===== src/rtl/shift_row_serial.sv =====
// Byte-serial forward AES ShiftRows: buffers a column-major 16-byte state,
// then replays it in ShiftRows order over a second valid/ready stream.
module shift_row_serial #(
  parameter int BYTES = 16,
  parameter int CNT_W = 4
) (
  input  logic       clk,
  input  logic       rst,
  input  logic       flush,
  input  logic       in_valid,
  output logic       in_ready,
  input  logic [7:0] in_data,
  output logic       out_valid,
  input  logic       out_ready,
  output logic [7:0] out_data,
  output logic       out_last,
  output logic       busy
);

  localparam logic [0:0]       FILL     = 1'b0;
  localparam logic [0:0]       DRAIN    = 1'b1;
  localparam logic [CNT_W-1:0] LAST_IDX = CNT_W'(BYTES - 1);
  localparam logic [CNT_W-1:0] CNT_ONE  = CNT_W'(1);

  logic [0:0]       state_q, state_d;
  logic [CNT_W-1:0] in_cnt_q, in_cnt_d;
  logic [CNT_W-1:0] out_cnt_q, out_cnt_d;
  logic [7:0]       buf_q [BYTES];

  logic             in_fire;
  logic             out_fire;
  logic [1:0]       out_row;
  logic [1:0]       out_col;
  logic [1:0]       src_col;
  logic [CNT_W-1:0] src_idx;

  assign in_ready  = (state_q == FILL);
  assign out_valid = (state_q == DRAIN);
  assign in_fire   = in_valid & in_ready;
  assign out_fire  = out_valid & out_ready;

  // Output byte r+4c comes from row r of column (c+r) mod 4; the 2-bit add wraps.
  assign out_row = out_cnt_q[1:0];
  assign out_col = out_cnt_q[3:2];
  assign src_col = out_col + out_row;
  assign src_idx = {src_col, out_row};

  assign out_data = buf_q[src_idx];
  assign out_last = (state_q == DRAIN) && (out_cnt_q == LAST_IDX);
  assign busy     = !((state_q == FILL) && (in_cnt_q == '0));

  always_comb begin
    state_d   = state_q;
    in_cnt_d  = in_cnt_q;
    out_cnt_d = out_cnt_q;
    if (flush) begin
      state_d   = FILL;
      in_cnt_d  = '0;
      out_cnt_d = '0;
    end else begin
      case (state_q)
        FILL: begin
          if (in_fire) begin
            in_cnt_d = in_cnt_q + CNT_ONE;
            if (in_cnt_q == LAST_IDX) begin
              in_cnt_d = '0;
              state_d  = DRAIN;
            end
          end
        end
        DRAIN: begin
          if (out_fire) begin
            out_cnt_d = out_cnt_q + CNT_ONE;
            if (out_cnt_q == LAST_IDX) begin
              out_cnt_d = '0;
              state_d   = FILL;
            end
          end
        end
        default: begin
          state_d = FILL;
        end
      endcase
    end
  end

  always_ff @(posedge clk) begin
    if (rst) begin
      state_q   <= FILL;
      in_cnt_q  <= '0;
      out_cnt_q <= '0;
    end else begin
      state_q   <= state_d;
      in_cnt_q  <= in_cnt_d;
      out_cnt_q <= out_cnt_d;
    end
  end

  // Buffer has no reset; a byte arriving with flush or reset is dropped.
  always_ff @(posedge clk) begin
    if (!rst && !flush && in_fire) begin
      buf_q[in_cnt_q] <= in_data;
    end
  end

endmodule

===== config.mk =====
export PLATFORM = sky130hd
export DESIGN_NAME = shift_row_serial
export DESIGN_NICKNAME = d
export VERILOG_FILES = /design/src/rtl/shift_row_serial.sv
export SDC_FILE = /design/constraint.sdc
export NUM_CORES = 1
export LEC_CHECK = 0
export BUFFER_PORTS_ARGS = -buffer_cell sky130_fd_sc_hd__buf_2
export CELL_PAD_IN_SITES_DETAIL_PLACEMENT = 0
export CELL_PAD_IN_SITES_GLOBAL_PLACEMENT = 2
export CORE_MARGIN = 3
export CORE_UTILIZATION = 47
export CTS_CLUSTER_SIZE = 24
export DETAILED_ROUTE_END_ITERATION = 10
export GPL_TIMING_DRIVEN = 0
export PLACE_DENSITY_LB_ADDON = 0.1
export SETUP_SLACK_MARGIN = 0.5
export SLEW_MARGIN = 25
export SYNTH_ARGS = -nofsm -noshare
export SYNTH_HDL_FRONTEND = slang
export SYNTH_SLANG_ARGS = --single-unit

===== constraint.sdc =====
create_clock -name clk -period 2.35 [get_ports clk]
set_clock_uncertainty 0.05 [all_clocks]
set_input_delay 0.235 -clock clk [delete_from_list [all_inputs] [get_ports clk]]
set_output_delay 0.235 -clock clk [all_outputs]
set_load 0.05 [all_outputs]

-- Word-level counts from Yosys, hierarchy flattened
Memories as Yosys holds them, arrays and structs flattened.
Index checks and enable logic that the tools add are counted.
- bits in registers: 9
- RAM bits: 128
- bits of input ports: 13
- output and inout bits: 12
- logic and storage cells: 32
- memories: 1
- memories (name ; words ; bits a word ; rd ports ; clocked after Yosys merged registers in ; write ports ; line ; source):
    buf_q ; 16 ; 8 ; 1 ; 0 ; 1 ; 28 ; logic [7:0] buf_q [BYTES];
- add/sub/neg operators: 3
- equal/unequal tests: 2
- mux-type cells: 9
- bitwise gates (word level): 3
- reductions and logical operators: 11
- operator list (operator ; count):
    adder 4 x 1 -> 4 bit, second input constant ; 2
    equality test 4 bit, second input constant ; 2
    2-to-1 mux 4 bit ; 2
    2-to-1 mux 1 bit ; 6
    logical AND 1 bit ; 4
    zero test 4 bit ; 1
    AND reduction 2 bit ; 2
    zero test 1 bit ; 3
    adder 2 bit ; 1
    AND 1 bit ; 2
    one-hot mux 1 bit (2 select lines) ; 1
    OR reduction 2 bit ; 1
    inverter 1 bit ; 1

-- Logic depth before layout (Yosys ltp)
- word-level depth: 5
- gate-level depth with buffers: 7
- depth with buffers taken out: 5

-- Least setup slack after synthesis
Ideal clock, no wire load.
- path type: register to output
- start: reg out_cnt_q[0]
- end: out out_data[4]
- arrival time: 2393 ps
- data required time: 2065 ps
- slack: -328 ps
- stages on the path, launching flop included: 7
- buffers on the path: 1
- cells stage by stage: dfxtp_1 ha_1 buf_4 nor2b_1 a211oi_1 o31a_1 o31ai_1
- word-level cells in the longest chain between the ends: 2
- ends and longest elaborated chain (item ; line ; source):
    start: declaration ; 27 ; logic [CNT_W-1:0] out_cnt_q, out_cnt_d;
    start signal: assignment ; 95 ; out_cnt_q <= out_cnt_d;
    adder 2 bit ; 45 ; assign src_col = out_col + out_row;
    memory read (16 x 8 bit) * ; n/a ;
    end: declaration ; 15 ; output logic [7:0] out_data,
Mark *: on every way between the ends. The rest lies on a longest branch, timed or not.

-- Worst setup path after layout
Same ends and word-level chain as after synthesis.

==> flow_summary.ini <==
[synthesis]
ys_seq_area_frac = 0.7161
yosys.area.top_type_share = 0.6840
netlist_instances = 308
synth_area_leader_cell = edfxtp_1
ys_types = 36
yosys_warnings = 0
synthTopCellsByArea = edfxtp_1 68%, mux4_2 9.2%, mux4_1 3.3%
syn_area_per_cell_um2 = 18.24
ys_ff_latch = 137
netlist_area_um2 = 5619
syn_nets = 328

[worst_setup_path]
r2r_end = buf_q[3][1]
worstSetupPathType = register to output port
start_kind = register
ff2ff_setup_slack_ns = 0.57
startpoint = out_cnt_q[0]
r2r-start = out_valid
crit_fanout = 6
r2r.worst_path.cells = 5
crit_path_end_kind = output port
worstPathRequired_ns = 2.07
cp.arrival_ns = 2.23

[placed_design]
post_dp_cell_area_um2 = 6156
dp.cells = 475
hpwlAfterDp_mm = 7.436
place_congestion = 0.7403
place_ws_ns = -0.3234
portBuffers = 24

[clock_network]
worstSkewPairLatency_ns = 0.42
cts_made_buffers = 17
h-tree-depth = 4
numClockSinks = 137
clkTransAtPathRegs_ns = 0.06
clk_path_buf_depth = 2
holdBufCountCts = 0
cts_tree = done
cts_root_buffer = clkbuf_16

[status]
violations = negative setup slack
outcome = complete, but fails checks

[power]
p_leak_nw = 2.454
switching_power_mw = 1.093
irDropWorstVdd_mv = 0.3711
power.internal_mw = 4.484
power_density_nw_per_um2 = 727.5
p_seq_frac = 0.479
clock_power_share = 0.499
p_comb_frac = 0.022
power_mw = 5.577
switching_share = 0.1959

[global_routing]
track_usage = 0.2021
grt_max_degree = 17
grt_pass1_vias = 3038
busiest_layer = met2
overflow = 0
use_met2 = 0.3148
antenna_found_initial = 0
grt.met1_usage = 0.2752
grt_first_pass_wirelength_mm = 18.60
met3_usage = 0.05263

[die]
dieArea_um2 = 13300
dieWidth_um = 115.3
die_h_um = 115.3
core.rowCount = 39
initial_core_util = 0.4859
core-area_um2 = 11560
num_io_pins = 25

[sta]
rsz0062_at_grt = true
clock.fmax_mhz = 397.5
setup_violations = 8
timing.final.ws_setup_ns = -0.1655
max-slew-margin-rel = 0.6365
finalMaxSlewViolations = 0
hold_slack_ns = 0.06155
min_period_ns = 2.516
fin_setup_tns_ns = -1.022
period_share = 1.070
worst_slew_pin_slew_ns = 0.5453
hold_violations = 0

[detailed_routing]
wirelength_mm = 12.21
vias_per_cell = 5.672
drt-wirelength-per-cell_um = 22.74
drcViolationCount = 0
drtIter0Drc = 264
vias = 3046
first_pass_iters = 4
ant_nets = 0

[worst_hold_path]
hp-start = out_ready
min_to = out_cnt_q[1]
hold_depth = 3
worstHoldPathType = input pin to register

[cells_and_area]
multi_input_area_um2 = 1953
n_antenna_cell = 0
final_util = 0.6629
design_area_um2 = 7666
regArea_um2 = 4035
drive_gt1_frac = 0.4746
num-fill-cells = 768
layout.cells.non_filler = 537
fin_nets = 401
area_growth_pct = 36.43

[run]
cap_viol_max_count = 0
-- how the worst max path moves through the flow --
stage	endpoint	slack [ns]
CTS	out_data[4]	-0.21
global route	out_data[4]	-0.24
global placement	buf_q[7][5]	-0.34
detailed placement	buf_q[7][5]	-0.32
floorplan	buf_q[12][0]	0.37
finish	out_data[4]	-0.17
-- cells by family (layout without fill, tap and decap cells) --
kind of cell,Yosys count,after routing,share of synthesized area
AO/OA/AOI/OAI,34,34,0.03897
multiplexers,40,40,0.1432
AND/OR/NAND/NOR,67,67,0.05790
flip-flops,137,137,0.7161
buffers and inverters,19,105,0.02071
XOR/XNOR,4,4,0.007572
adder cells (fa/ha/maj),7,7,0.01559
-- cell usage in the layout, fill, tap and decap left out, types with 5 or more instances in the layout --
cell type / n
a211oi_4: 7
a21oi_1: 9
a21oi_4: 7
buf_12: 19
buf_2: 14
buf_4: 15
buf_6: 12
clkbuf_16: 19
edfxtp_1: 128
ha_1: 6
mux2i_4: 5
mux4_2: 26
nand2_1: 9
nor2_1: 7
nor2_4: 14
nor2b_1: 8
-- Yosys cell counts --
cell type	n
edfxtp_1	128
mux4_2	23
nor2_1	21
a21oi_1	16
nand2_1	13
nor2b_1	11
dfxtp_1	9
a211oi_1	8
mux2i_1	8
ha_1	7
mux4_1	7
nor3_1	6
buf_4	5
clkbuf_1	5
nand3_1	5
buf_2	3
buf_6	3
inv_1	3
nand2b_1	3
nor3b_1	3
xor2_1	3
mux2_2	2
o21ai_0	2
o31ai_1	2
a211o_1	1
a22oi_1	1
a22oi_2	1
a311oi_1	1
and2_1	1
nand4_1	1
o21bai_1	1
o31a_1	1
or2_2	1
or3_1	1
or4_1	1
xnor2_2	1
-- registers in the layout, indices dropped and copies added, names as in the netlist --
signal and flops:
buf_q 128, in_cnt_q 4, out_cnt_q 4, out_valid 1
-- what timing repair did --
| item | CTS | global route |
|---|---|---|
| endpoints found under the setup margin | 138 | 54 |
| buffers inserted | 21 | 6 |
| gates resized for setup | 95 | 12 |
| cloned | 3 | 0 |
| pin swaps | 18 | 9 |
-- cell type report --
cell class                      instances  area share
Sequential cell                       137      0.5264
Multi-Input combinational cell        152      0.2548
Timing Repair Buffer                   54     0.08161
Clock buffer                           17     0.05549
Buffer                                 16     0.03068
Clock inverter                         15     0.02628
Tap cell                              143     0.02334
Inverter                                3    0.001469
-- worst max-delay path, cell delays in order (launching register included) --
cell     delay (ns)
dfxtp_4        0.39
buf_12         0.16
buf_12         0.14
buf_8          0.12
buf_4          0.14
nor3b_1        0.13
o31a_1         0.27
o31ai_4        0.24
buf_6          0.20
-- metal layers --
metal | wire [um] | share of wire
met1 | 5422 | 0.44
met2 | 6079 | 0.50
met3 | 542 | 0.044
met4 | 165 | 0.014
met5 | 0 | 0
-- power groups by stage --
stage          clock (mW)  combinational [mW]  sequential, mW
2_1_floorplan           0              0.0464            2.73
3_3_place_gp            0              0.0954            2.73
3_5_place_dp            0              0.0988            2.73
4_1_cts              2.83               0.117            2.67
5_1_grt              2.95               0.129            2.67
6_report             2.78               0.121            2.67
Note: power is estimated with default switching activity, not from simulation.
